--- src/rtl/gcd_pkg.sv ---
// Shared types and constants for the subtractive GCD engine.
// Latency: n/a (package only).
// Backpressure: n/a (package only).
package gcd_pkg;

   localparam int GCD_WIDTH = 16;

   // Controller states; the three unused encodings fall back to IDLE.
   typedef enum logic [2:0] {
      IDLE   = 3'd0,
      LOAD_A = 3'd1,
      LOAD_B = 3'd2,
      CALC   = 3'd3,
      DONE   = 3'd4
   } state_t;

endpackage

--- src/rtl/gcd_dp.sv ---
// GCD datapath: A/B operand registers, one shared subtractor, magnitude/zero status.
// Latency: registers update on the edge their load enable is high; status is combinational.
// Backpressure: none; every control input is obeyed on the cycle it is presented.
//
// Ports: clk/rst (async active-high); data_in operand bus; ld_a/ld_b load enables;
//        sel_in picks data_in (1) or the difference (0) as the register input;
//        sel1 picks the minuend (0=A, 1=B), sel2 the subtrahend (0=B, 1=A);
//        a_out mirrors register A; lt/gt/eq compare A with B; a_zero/b_zero flag zero operands.
module gcd_dp #(
   parameter int WIDTH = 16
) (
   input  logic             clk,
   input  logic             rst,
   input  logic [WIDTH-1:0] data_in,
   input  logic             ld_a,
   input  logic             ld_b,
   input  logic             sel1,
   input  logic             sel2,
   input  logic             sel_in,
   output logic [WIDTH-1:0] a_out,
   output logic             lt,
   output logic             gt,
   output logic             eq,
   output logic             a_zero,
   output logic             b_zero
);

   logic [WIDTH-1:0] a_q;
   logic [WIDTH-1:0] b_q;
   logic [WIDTH-1:0] sub_x;
   logic [WIDTH-1:0] sub_y;
   logic [WIDTH-1:0] diff;
   logic [WIDTH-1:0] reg_in;

   // The controller always orders the operands larger-minus-smaller, so the
   // WIDTH-bit difference cannot wrap. B-0 doubles as the "copy B into A" path.
   assign sub_x  = sel1 ? b_q : a_q;
   assign sub_y  = sel2 ? a_q : b_q;
   assign diff   = sub_x - sub_y;
   assign reg_in = sel_in ? data_in : diff;

   always_ff @(posedge clk or posedge rst) begin
      if (rst) begin
         a_q <= '0;
         b_q <= '0;
      end else begin
         if (ld_a) a_q <= reg_in;
         if (ld_b) b_q <= reg_in;
      end
   end

   assign a_out  = a_q;
   assign lt     = (a_q <  b_q);
   assign gt     = (a_q >  b_q);
   assign eq     = (a_q == b_q);
   assign a_zero = (a_q == '0);
   assign b_zero = (b_q == '0);

endmodule

--- src/rtl/gcd_engine.sv ---
// Subtractive GCD engine: serial A/B load on data_in, result on a_out while done=1.
// Latency: 2 load edges after start, then N+1 compute edges for N subtractions.
// Backpressure: none; result held in DONE until the host drops start.
//
// Ports: clk, rst (async active-high); start level request; data_in operand bus
//        (A at the LOAD_A edge, B at the LOAD_B edge); a_out live register A;
//        done registered, high only in DONE.
module gcd_engine
   import gcd_pkg::*;
#(
   parameter int WIDTH = GCD_WIDTH
) (
   input  logic             clk,
   input  logic             rst,
   input  logic             start,
   input  logic [WIDTH-1:0] data_in,
   output logic [WIDTH-1:0] a_out,
   output logic             done
);

   state_t state;
   state_t state_nxt;

   logic ld_a;
   logic ld_b;
   logic sel1;
   logic sel2;
   logic sel_in;
   logic lt;
   logic gt;
   logic eq;
   logic a_zero;
   logic b_zero;

   gcd_dp #(.WIDTH(WIDTH)) u_dp (
      .clk     (clk),
      .rst     (rst),
      .data_in (data_in),
      .ld_a    (ld_a),
      .ld_b    (ld_b),
      .sel1    (sel1),
      .sel2    (sel2),
      .sel_in  (sel_in),
      .a_out   (a_out),
      .lt      (lt),
      .gt      (gt),
      .eq      (eq),
      .a_zero  (a_zero),
      .b_zero  (b_zero)
   );

   // done is a flop tracking the next state, so it is high exactly while in DONE.
   always_ff @(posedge clk or posedge rst) begin
      if (rst) begin
         state <= IDLE;
         done  <= 1'b0;
      end else begin
         state <= state_nxt;
         done  <= (state_nxt == DONE);
      end
   end

   always_comb begin
      state_nxt = state;
      ld_a      = 1'b0;
      ld_b      = 1'b0;
      sel1      = 1'b0;
      sel2      = 1'b0;
      sel_in    = 1'b0;
      case (state)
         IDLE: begin
            if (start) state_nxt = LOAD_A;
         end
         LOAD_A: begin
            ld_a      = 1'b1;
            sel_in    = 1'b1;
            state_nxt = LOAD_B;
         end
         LOAD_B: begin
            ld_b      = 1'b1;
            sel_in    = 1'b1;
            state_nxt = CALC;
         end
         CALC: begin
            // Zero checks precede the magnitude compare: a zero operand would
            // otherwise look like an ordinary lt/gt and subtract forever.
            if (eq) begin
               state_nxt = DONE;
            end else if (a_zero) begin
               ld_a      = 1'b1;      // A <= B - 0
               sel1      = 1'b1;
               sel2      = 1'b1;
               state_nxt = DONE;
            end else if (b_zero) begin
               state_nxt = DONE;
            end else if (gt) begin
               ld_a      = 1'b1;      // A <= A - B
            end else if (lt) begin
               ld_b      = 1'b1;      // B <= B - A
               sel1      = 1'b1;
               sel2      = 1'b1;
            end
         end
         DONE: begin
            if (!start) state_nxt = IDLE;
         end
         default: begin
            state_nxt = IDLE;
         end
      endcase
   end

endmodule

--- config.mk ---
export PLATFORM = sky130hd
export DESIGN_NAME = gcd_engine
export DESIGN_NICKNAME = d
export VERILOG_FILES = /design/src/rtl/gcd_pkg.sv /design/src/rtl/gcd_dp.sv /design/src/rtl/gcd_engine.sv
export SDC_FILE = /design/constraint.sdc
export NUM_CORES = 1
export LEC_CHECK = 0
export BUFFER_PORTS_ARGS = -buffer_cell sky130_fd_sc_hd__buf_2
export CAP_MARGIN = 10
export CORE_ASPECT_RATIO = 1.75
export CORE_MARGIN = 4
export CORE_UTILIZATION = 45
export CTS_BUF_LIST = sky130_fd_sc_hd__clkbuf_8
export CTS_CLUSTER_DIAMETER = 40
export CTS_CLUSTER_SIZE = 20
export DETAILED_ROUTE_END_ITERATION = 10
export PLACE_DENSITY_LB_ADDON = 0.12
export SETUP_SLACK_MARGIN = 0.5
export SYNTH_ARGS = -nofsm -noshare
export SYNTH_HDL_FRONTEND = slang
export SYNTH_SLANG_ARGS = --single-unit
--- constraint.sdc ---
create_clock -name clk -period 11.4 [get_ports clk]
set_clock_uncertainty 0.05 [all_clocks]
set_input_delay 2.28 -clock clk [delete_from_list [all_inputs] [get_ports clk]]
set_output_delay 2.28 -clock clk [all_outputs]
set_load 0.02 [all_outputs]
==> results of run 1 <==
per-stage QoR:
stage	worst slack (ns)	instances	instance area [um^2]	utilization [%]
global placement	6.99	512	3490	48.6
detailed placement	6.96	512	3490	48.6
finish	6.93	520	3580	49.9
global route	6.43	520	3580	49.9
CTS	6.94	520	3580	49.9
floorplan	7.68	407	3290	-
registers in the layout (all words and copies together) (netlist names):
name        count
done            1
u_dp.b_q       16
state           3
u_dp.a_out     16
final cells by class:
| type | count | area, um^2 | share of cell area, % |
|---|---|---|---|
| clock buffer | 6 | 82.6 | 2.30 |
| sequential | 36 | 901 | 25.1 |
| inverter | 22 | 82.6 | 2.30 |
| clock inverter | 2 | 10.0 | 0.279 |
| multi-input combinational | 329 | 2200 | 61.3 |
| tap | 86 | 108 | 3.00 |
| timing repair buffer | 39 | 205 | 5.72 |
worst max-delay path, cell delays in order (launching register included):
cell	delay (ns)
dfrtp_1	0.51
inv_1	0.08
ha_1	0.44
and4_1	0.29
nand4_1	0.15
a21o_1	0.21
a31oi_2	0.59
o21ai_1	0.15
o21a_1	0.21
ha_1	0.19
nand3_1	0.10
nand2_1	0.06
mux2i_1	0.28
o2111ai_1	0.24
and2_1	0.22
a21oi_1	0.20
xor2_1	0.21
o221ai_1	0.14
cells by family (layout without fill, tap and decap cells):
group                    Yosys count  after routing
AND/OR/NAND/NOR                  170            170
AO/OA/AOI/OAI                    106            106
multiplexers                      25             25
adder cells (fa/ha/maj)           17             17
XOR/XNOR                          11             11
buffers and inverters             42             69
flip-flops                        36             36
final timing paths:
check                                             endpoint  slack, ns                      from  cells after the start
worst min-delay path                    state[0]$_DFF_PP0_       0.51        state[2]$_DFF_PP0_                      1
worst max register to register  u_dp.a_out[12]$_DFFE_PP0P_       6.93  u_dp.b_q[11]$_DFFE_PP0P_                     17
worst min register to register          state[0]$_DFF_PP0_       0.51        state[2]$_DFF_PP0_                      1
worst max-delay path            u_dp.a_out[12]$_DFFE_PP0P_       6.93  u_dp.b_q[11]$_DFFE_PP0P_                     17
max in group asynchronous        u_dp.a_out[6]$_DFFE_PP0P_       8.92                       rst                      3
min in group asynchronous         u_dp.b_q[15]$_DFFE_PP0P_       2.03                       rst                      3
cells in the mapped netlist, types with 2 or more instances:
cell type / n
a211oi_1: 6
a21boi_0: 2
a21o_1: 3
a21oi_1: 28
a21oi_2: 2
a221oi_2: 2
a22oi_1: 2
a31oi_1: 5
and2_1: 6
and3_1: 3
and4_1: 3
buf_2: 5
buf_6: 3
clkbuf_1: 11
dfrtp_1: 36
ha_1: 17
inv_1: 22
mux2_2: 16
mux2i_1: 9
nand2_1: 49
nand2b_1: 6
nand3_1: 9
nand3b_1: 2
nand4_1: 7
nor2_1: 38
nor2b_1: 9
nor3_1: 7
nor3_2: 2
nor4_1: 13
o211ai_1: 4
o21a_1: 3
o21ai_0: 15
o21ai_1: 6
o221ai_1: 2
o22ai_1: 5
o31ai_1: 6
or2_2: 2
or3_1: 7
xnor2_1: 4
xor2_1: 7
layer usage:
| metal | share of wire, % | wire length (um) | up-vias | track usage, % |
|---|---|---|---|---|
| met3 | 4.2 | 420 | 25 | 3.48 |
| met5 | 0 | 0 | - | 0 |
| met2 | 52 | 5190 | 103 | 41.7 |
| li1 | - | - | 1551 | - |
| met1 | 40 | 4000 | 1538 | 28.4 |
| met4 | 4.6 | 465 | 0 | 12.9 |
==> impl_summary.txt, run 1 <==
----------------------------------------------------
[Critical path]
  Critical path endpoint category ... flop
  Worst-path maximum fanout ... 12
  Kind of start point of the critical path ... flop
  Kind of critical path ... reg2reg
  Data arrival time of the critical path ... 4.57 ns
  Required time reported for the critical path endpoint ... 11.49 ns

[Detailed routing]
  Detailed Route Iter0 Violations ... 171
  Via density per instance ... 6.19
  Wirelength, routed ... 10100 um
  Detail Route Antenna Nets ... 0
  Vias ... 3217
  WL per Instance ... 19.4 um
  TritonRoute pass-1 iters ... 6
  DR DRC count ... 0

[Logic synthesis]
  Synthesized netlist cell count ... 407
  Number of enable flip-flop cells after synthesis ... 0
  Average cell area after synthesis ... 8.08 um^2
  Dominant combinational cell family by area after synthesis ... simple AND/OR/NAND/NOR gates
  Cell taking the most area after synthesis ... dfrtp_1
  Dominant cells by area after synthesis ... dfrtp_1 (27%), ha_1 (6.5%), nand2_1 (5.6%), mux2_2 (5.5%), nor2_1 (4.3%)
  Portion of synthesized cell area occupied by the leading cell type ... 27.4%
  Simple logic cell fraction of the synthesized area ... 26.8%
  Post-synth design cell area ... 0.00329 mm^2
  Adder-cell share of the synthesized area ... 6.47%
  Synth Warn # ... 0
  Count of cell types in the netlist ... 63
  Asr flop ratio synth ... 100%
  Seq/Total Area, Yosys ... 27.4%
  Flip-flop and latch count after synthesis ... 36
  Complex-gate fraction of the synthesized area ... 22.4%
  Portion of netlist area occupied by mux cells ... 8.22%
  Total nets after synthesis ... 443
  Fraction of synthesized cell area in xor and xnor cells ... 2.93%
  Post-synth top flop ... dfrtp_1

[Place]
  GP Congestion ... 0.937
  HPWL reported at the end of detailed placement ... 7720 um
  Number of buffers inserted by port buffering ... 35

[Clock network]
  Post-CTS Resized ... 0
  Number of buffers inserted by post-CTS setup repair ... 0
  Number of clock sinks ... 36
  Clock root buffer ... clkbuf_8
  Clock input transition at the sequential cells of the worst setup and hold paths ... 0.07 ns
  CTS Buffer Depth ... 2
  Total clock buffers created by CTS ... 5
  Clock latency on the worst-skew pair ... 0.30 ns
  Htree depth ... 2
  Hold-fix buffer count after cts ... 0
  TritonCTS clock tree ... yes

[Timing]
  Final slew viol count ... 0
  Number of hold violations in the final report ... 0
  Tmin final ... 4.47 ns
  Setup repair after global routing missed its margin ... false
  Transition time of the tightest slew-check pin ... 0.972 ns
  Tcrit/Tclk final ... 39.2%
  Maximum clock rate ... 0.224 GHz
  Worst hold-check slack ... 0.510 ns
  Setup violation total in the final timing report ... 0
  Rel. slew slack ... 34.8%
  Post-route setup TNS ... 0 ns

[Floorplan]
  Number of ports placed on the die boundary ... 36
  Die Span X ... 72.6 um
  Core Rows ... 41
  Core area ... 0.00718 mm^2
  Starting density of the core ... 45.8%
  Area of the die ... 0.00879 mm^2
  Die Span Y ... 121 um

[GRT]
  Wire length of the first global-routing pass ... 16300 um
  Maximum number of pins on one net before global-route repair ... 37
  GRT Residual Overflow ... 0
  GRT Overall Usage ... 24.3%
  Initial antenna violation count ... 0
  Number of global-route vias before repair ... 3169

[Status]
  Outcome ... completed

[Finish]
  Commonest cells after routing, fill and taps aside ... nand2_1 (49), nor2_1 (38), dfrtp_1 (36)
  Layout net count ... 469
  Fill cells ... 733
  Number of antenna diodes ... 0
  Area grow syn2layout ... 9.06%
  Most frequent standard cell in the layout excluding fill and tap cells ... nand2_1
  Fraction of layout cells with a size suffix above 1 ... 18.4%

[Flow run]
  Number of max-cap violations ... 0

[Min path]
  Type of the worst min-delay path ... reg2reg

----------------------------------------------------
Power of run 1 is left out: the tool's default activity adds up to more than one toggle a clock period on the data nets, which glitch-free logic cannot reach.
==> run 2, diff against run 1 <==
Clock period 11.4 ns to 4.1 ns, I/O delays scaled along.
==> run 2 against run 1 <==
  * Fmax up 26%
  * First-iteration DRC count up 38%
  * Cell area up 20%
  * Via count up 9.4%
  * Count of clock-buffer cells in the layout down 1
  * Flip-flop and latch count unchanged
  * Worst setup slack worse by 6.4 ns
  * Global-route usage up 1.6 points
==> impl_summary.txt, run 2 (same netlist as run 1, synthesis figures left out) <==
----------------------------------------------------
[Timing]
  Transition time of the tightest slew-check pin ... 1.05 ns (+0.0777 ns)
  Number of hold violations in the final report ... 0 (unchanged)
  Rel. slew slack ... 30.0% (-4.7 points)
  Maximum clock rate ... 0.281 GHz (+26%)
  Setup repair after global routing missed its margin ... true
  Setup violation total in the final timing report ... 0 (unchanged)
  Tmin final ... 3.56 ns (-0.912 ns)
  Final slew viol count ... 0 (unchanged)
  Post-route setup TNS ... 0 ns (unchanged)
  Worst hold-check slack ... 0.498 ns (-0.0121 ns)
  Tcrit/Tclk final ... 86.9% (+48 points)

[Critical path]
  Kind of critical path ... reg2reg
  Delay-heaviest family, CP ... simple AND/OR/NAND/NOR gates
  Most frequent CP cell ... buf_4
  Worst-path maximum fanout ... 11 (-1)
  Critical path endpoint category ... flop
  Kind of start point of the critical path ... flop
  Series of cell instances along the critical path ... buf_4 > nor4_1 > and4_1 > a31oi_2 > buf_4 > or4_1 > o31ai_4 > o2111ai_2 > and2_4 > xnor2_1 > o21ai_0 > mux2_2
  Slowest cell delay on critical path ... 0.56 ns (-0.03 ns)
  Reg-to-reg setup timing slack ... 0.54 ns (-6.39 ns)
  Logic depth of the worst register-to-register path ... 12 (-5)
  Slowest stage cell, crit path ... or4_1
  Required time reported for the critical path endpoint ... 4.26 ns (-7.23 ns)
  CP Launch Point ... u_dp.a_out[11]$_DFFE_PP0P_
  CP Buf/Inv Count ... 2 (+1)
  Launch instance of the worst register-to-register path ... u_dp.a_out[11]$_DFFE_PP0P_
  Path length in cells of the critical path ... 12 (-5)
  Capturing point of the worst reg2reg path ... u_dp.b_q[8]$_DFFE_PP0P_
  Data arrival time of the critical path ... 3.72 ns (-0.85 ns)
  Crit path to ... u_dp.b_q[8]$_DFFE_PP0P_

[Clock network]
  CTS Buffer Depth ... 2 (unchanged)
  Hold-fix buffer count after cts ... 0 (unchanged)
  Htree depth ... 2 (unchanged)
  Clock latency on the worst-skew pair ... 0.32 ns (+0.02 ns)
  Clock root buffer ... clkbuf_8
  Number of clock sinks ... 36 (unchanged)
  Clock input transition at the sequential cells of the worst setup and hold paths ... 0.09 ns (+0.02 ns)
  Total clock buffers created by CTS ... 5 (unchanged)
  TritonCTS clock tree ... yes

[Flow run]
  Number of max-cap violations ... 0 (unchanged)

[Place]
  HPWL reported at the end of detailed placement ... 7830 um (+1.5%)
  GP Congestion ... 0.952 (+1.6%)
  Number of buffers inserted by port buffering ... 35 (unchanged)
  Standard cell area after detailed placement ... 0.00364 mm^2 (+4.1%)

[GRT]
  Wire length of the first global-routing pass ... 17400 um (+6.6%)
  GRT Residual Overflow ... 0 (unchanged)
  Number of global-route vias before repair ... 3535 (+12%)
  GRT Overall Usage ... 25.9% (+1.6 points)
  Initial antenna violation count ... 0 (unchanged)
  Maximum number of pins on one net before global-route repair ... 37 (unchanged)

[Finish]
  Fraction of layout cells with a size suffix above 1 ... 37.8% (+19 points)
  Number of antenna diodes ... 0 (unchanged)
  Layout net count ... 516 (+10%)
  Most frequent standard cell in the layout excluding fill and tap cells ... buf_4
  Commonest cells after routing, fill and taps aside ... buf_4 (51), nand2_1 (48), nor2_1 (38)
  Final cell area excluding filler cells ... 0.00429 mm^2 (+20%)
  Area grow syn2layout ... 30.4%

[Floorplan]
  Area of the die ... 0.00879 mm^2 (unchanged)
  Core Rows ... 41 (unchanged)
  Core area ... 0.00718 mm^2 (unchanged)
  Number of ports placed on the die boundary ... 36 (unchanged)
  Starting density of the core ... 45.8% (unchanged)
  Die Span Y ... 121 um (unchanged)
  Die Span X ... 72.6 um (unchanged)

[Detailed routing]
  DR DRC count ... 0 (unchanged)
  Detailed Route Iter0 Violations ... 236 (+38%)
  TritonRoute pass-1 iters ... 5 (-1)
  Via density per instance ... 6.21 (+0.35%)
  Vias ... 3520 (+9.4%)
  Wirelength, routed ... 11200 um (+11%)
  WL per Instance ... 19.8 um (+2.2%)
  Detail Route Antenna Nets ... 0 (unchanged)

[Status]
  Outcome ... completed

[Min path]
  Launch instance of the worst min-delay path ... u_dp.b_q[13]$_DFFE_PP0P_
  Type of the worst min-delay path ... reg2reg

----------------------------------------------------
-- run 2: cell types whose count changed in the layout (fill, tap and decap cells not counted), sizes merged --
cell	previous run	this run
buf	39	86
clkbuf	6	5
clkinv	2	1
clkinvlp	0	1
inv	22	23
-- run 2: layout make-up --
| type | instances | area, um^2 |
|---|---|---|
| Timing Repair Buffer | 86 | 558 |
| Tap cell | 86 | 108 |
| Sequential cell | 36 | 920 |
| Inverter | 22 | 85.1 |
| Fill cell | 677 | 2900 |
| Clock buffer | 5 | 68.8 |
| Clock inverter | 3 | 16.3 |
| Multi-Input combinational cell | 329 | 2530 |
-- run 2: worst min-delay path by stage --
stage / end / cells past startpoint
floorplan: u_dp.b_q[9]$_DFFE_PP0P_ / 2
global placement: u_dp.b_q[4]$_DFFE_PP0P_ / 1
detailed placement: u_dp.b_q[4]$_DFFE_PP0P_ / 1
CTS: state[0]$_DFF_PP0_ / 1
global route: u_dp.b_q[4]$_DFFE_PP0P_ / 1
finish: u_dp.b_q[13]$_DFFE_PP0P_ / 2
-- run 2: stage by stage --
| step | worst slack [ns] | util, % | std cells |
|---|---|---|---|
| 2_1_floorplan | 0.506 | - | 407 |
| 3_3_place_gp | 0.0705 | 50.6 | 525 |
| 3_5_place_dp | 0.0318 | 50.6 | 525 |
| 4_1_cts | 0.503 | 55.1 | 543 |
| 5_1_grt | 0.403 | 59.7 | 567 |
| 6_report | 0.539 | 59.7 | 567 |
-- run 2: worst register-to-register path, delay by kind of cell, from the launching register on --
family | cells | cell delay (ns)
flip-flops | 1 | 0.44
AND/OR/NAND/NOR | 4 | 1.68
buffers and inverters | 2 | 0.37
AO/OA/AOI/OAI | 4 | 0.51
XOR/XNOR | 1 | 0.11
multiplexers | 1 | 0.30
-- run 2: metal layers --
metal	share of wire (%)	vias up	track usage, %
li1	-	1643	-
met3	4.6	42	3.48
met4	6.2	0	15.9
met1	37	1699	28.8
met5	0	-	0
met2	52	136	45.0
-- run 2: repair_timing --
item	4_1_cts	5_1_grt
buffers inserted	10	24
gates resized for setup	30	31
pin swaps	7	23
setup endpoints to repair	23	21
Power of run 2 is left out for the same reason.
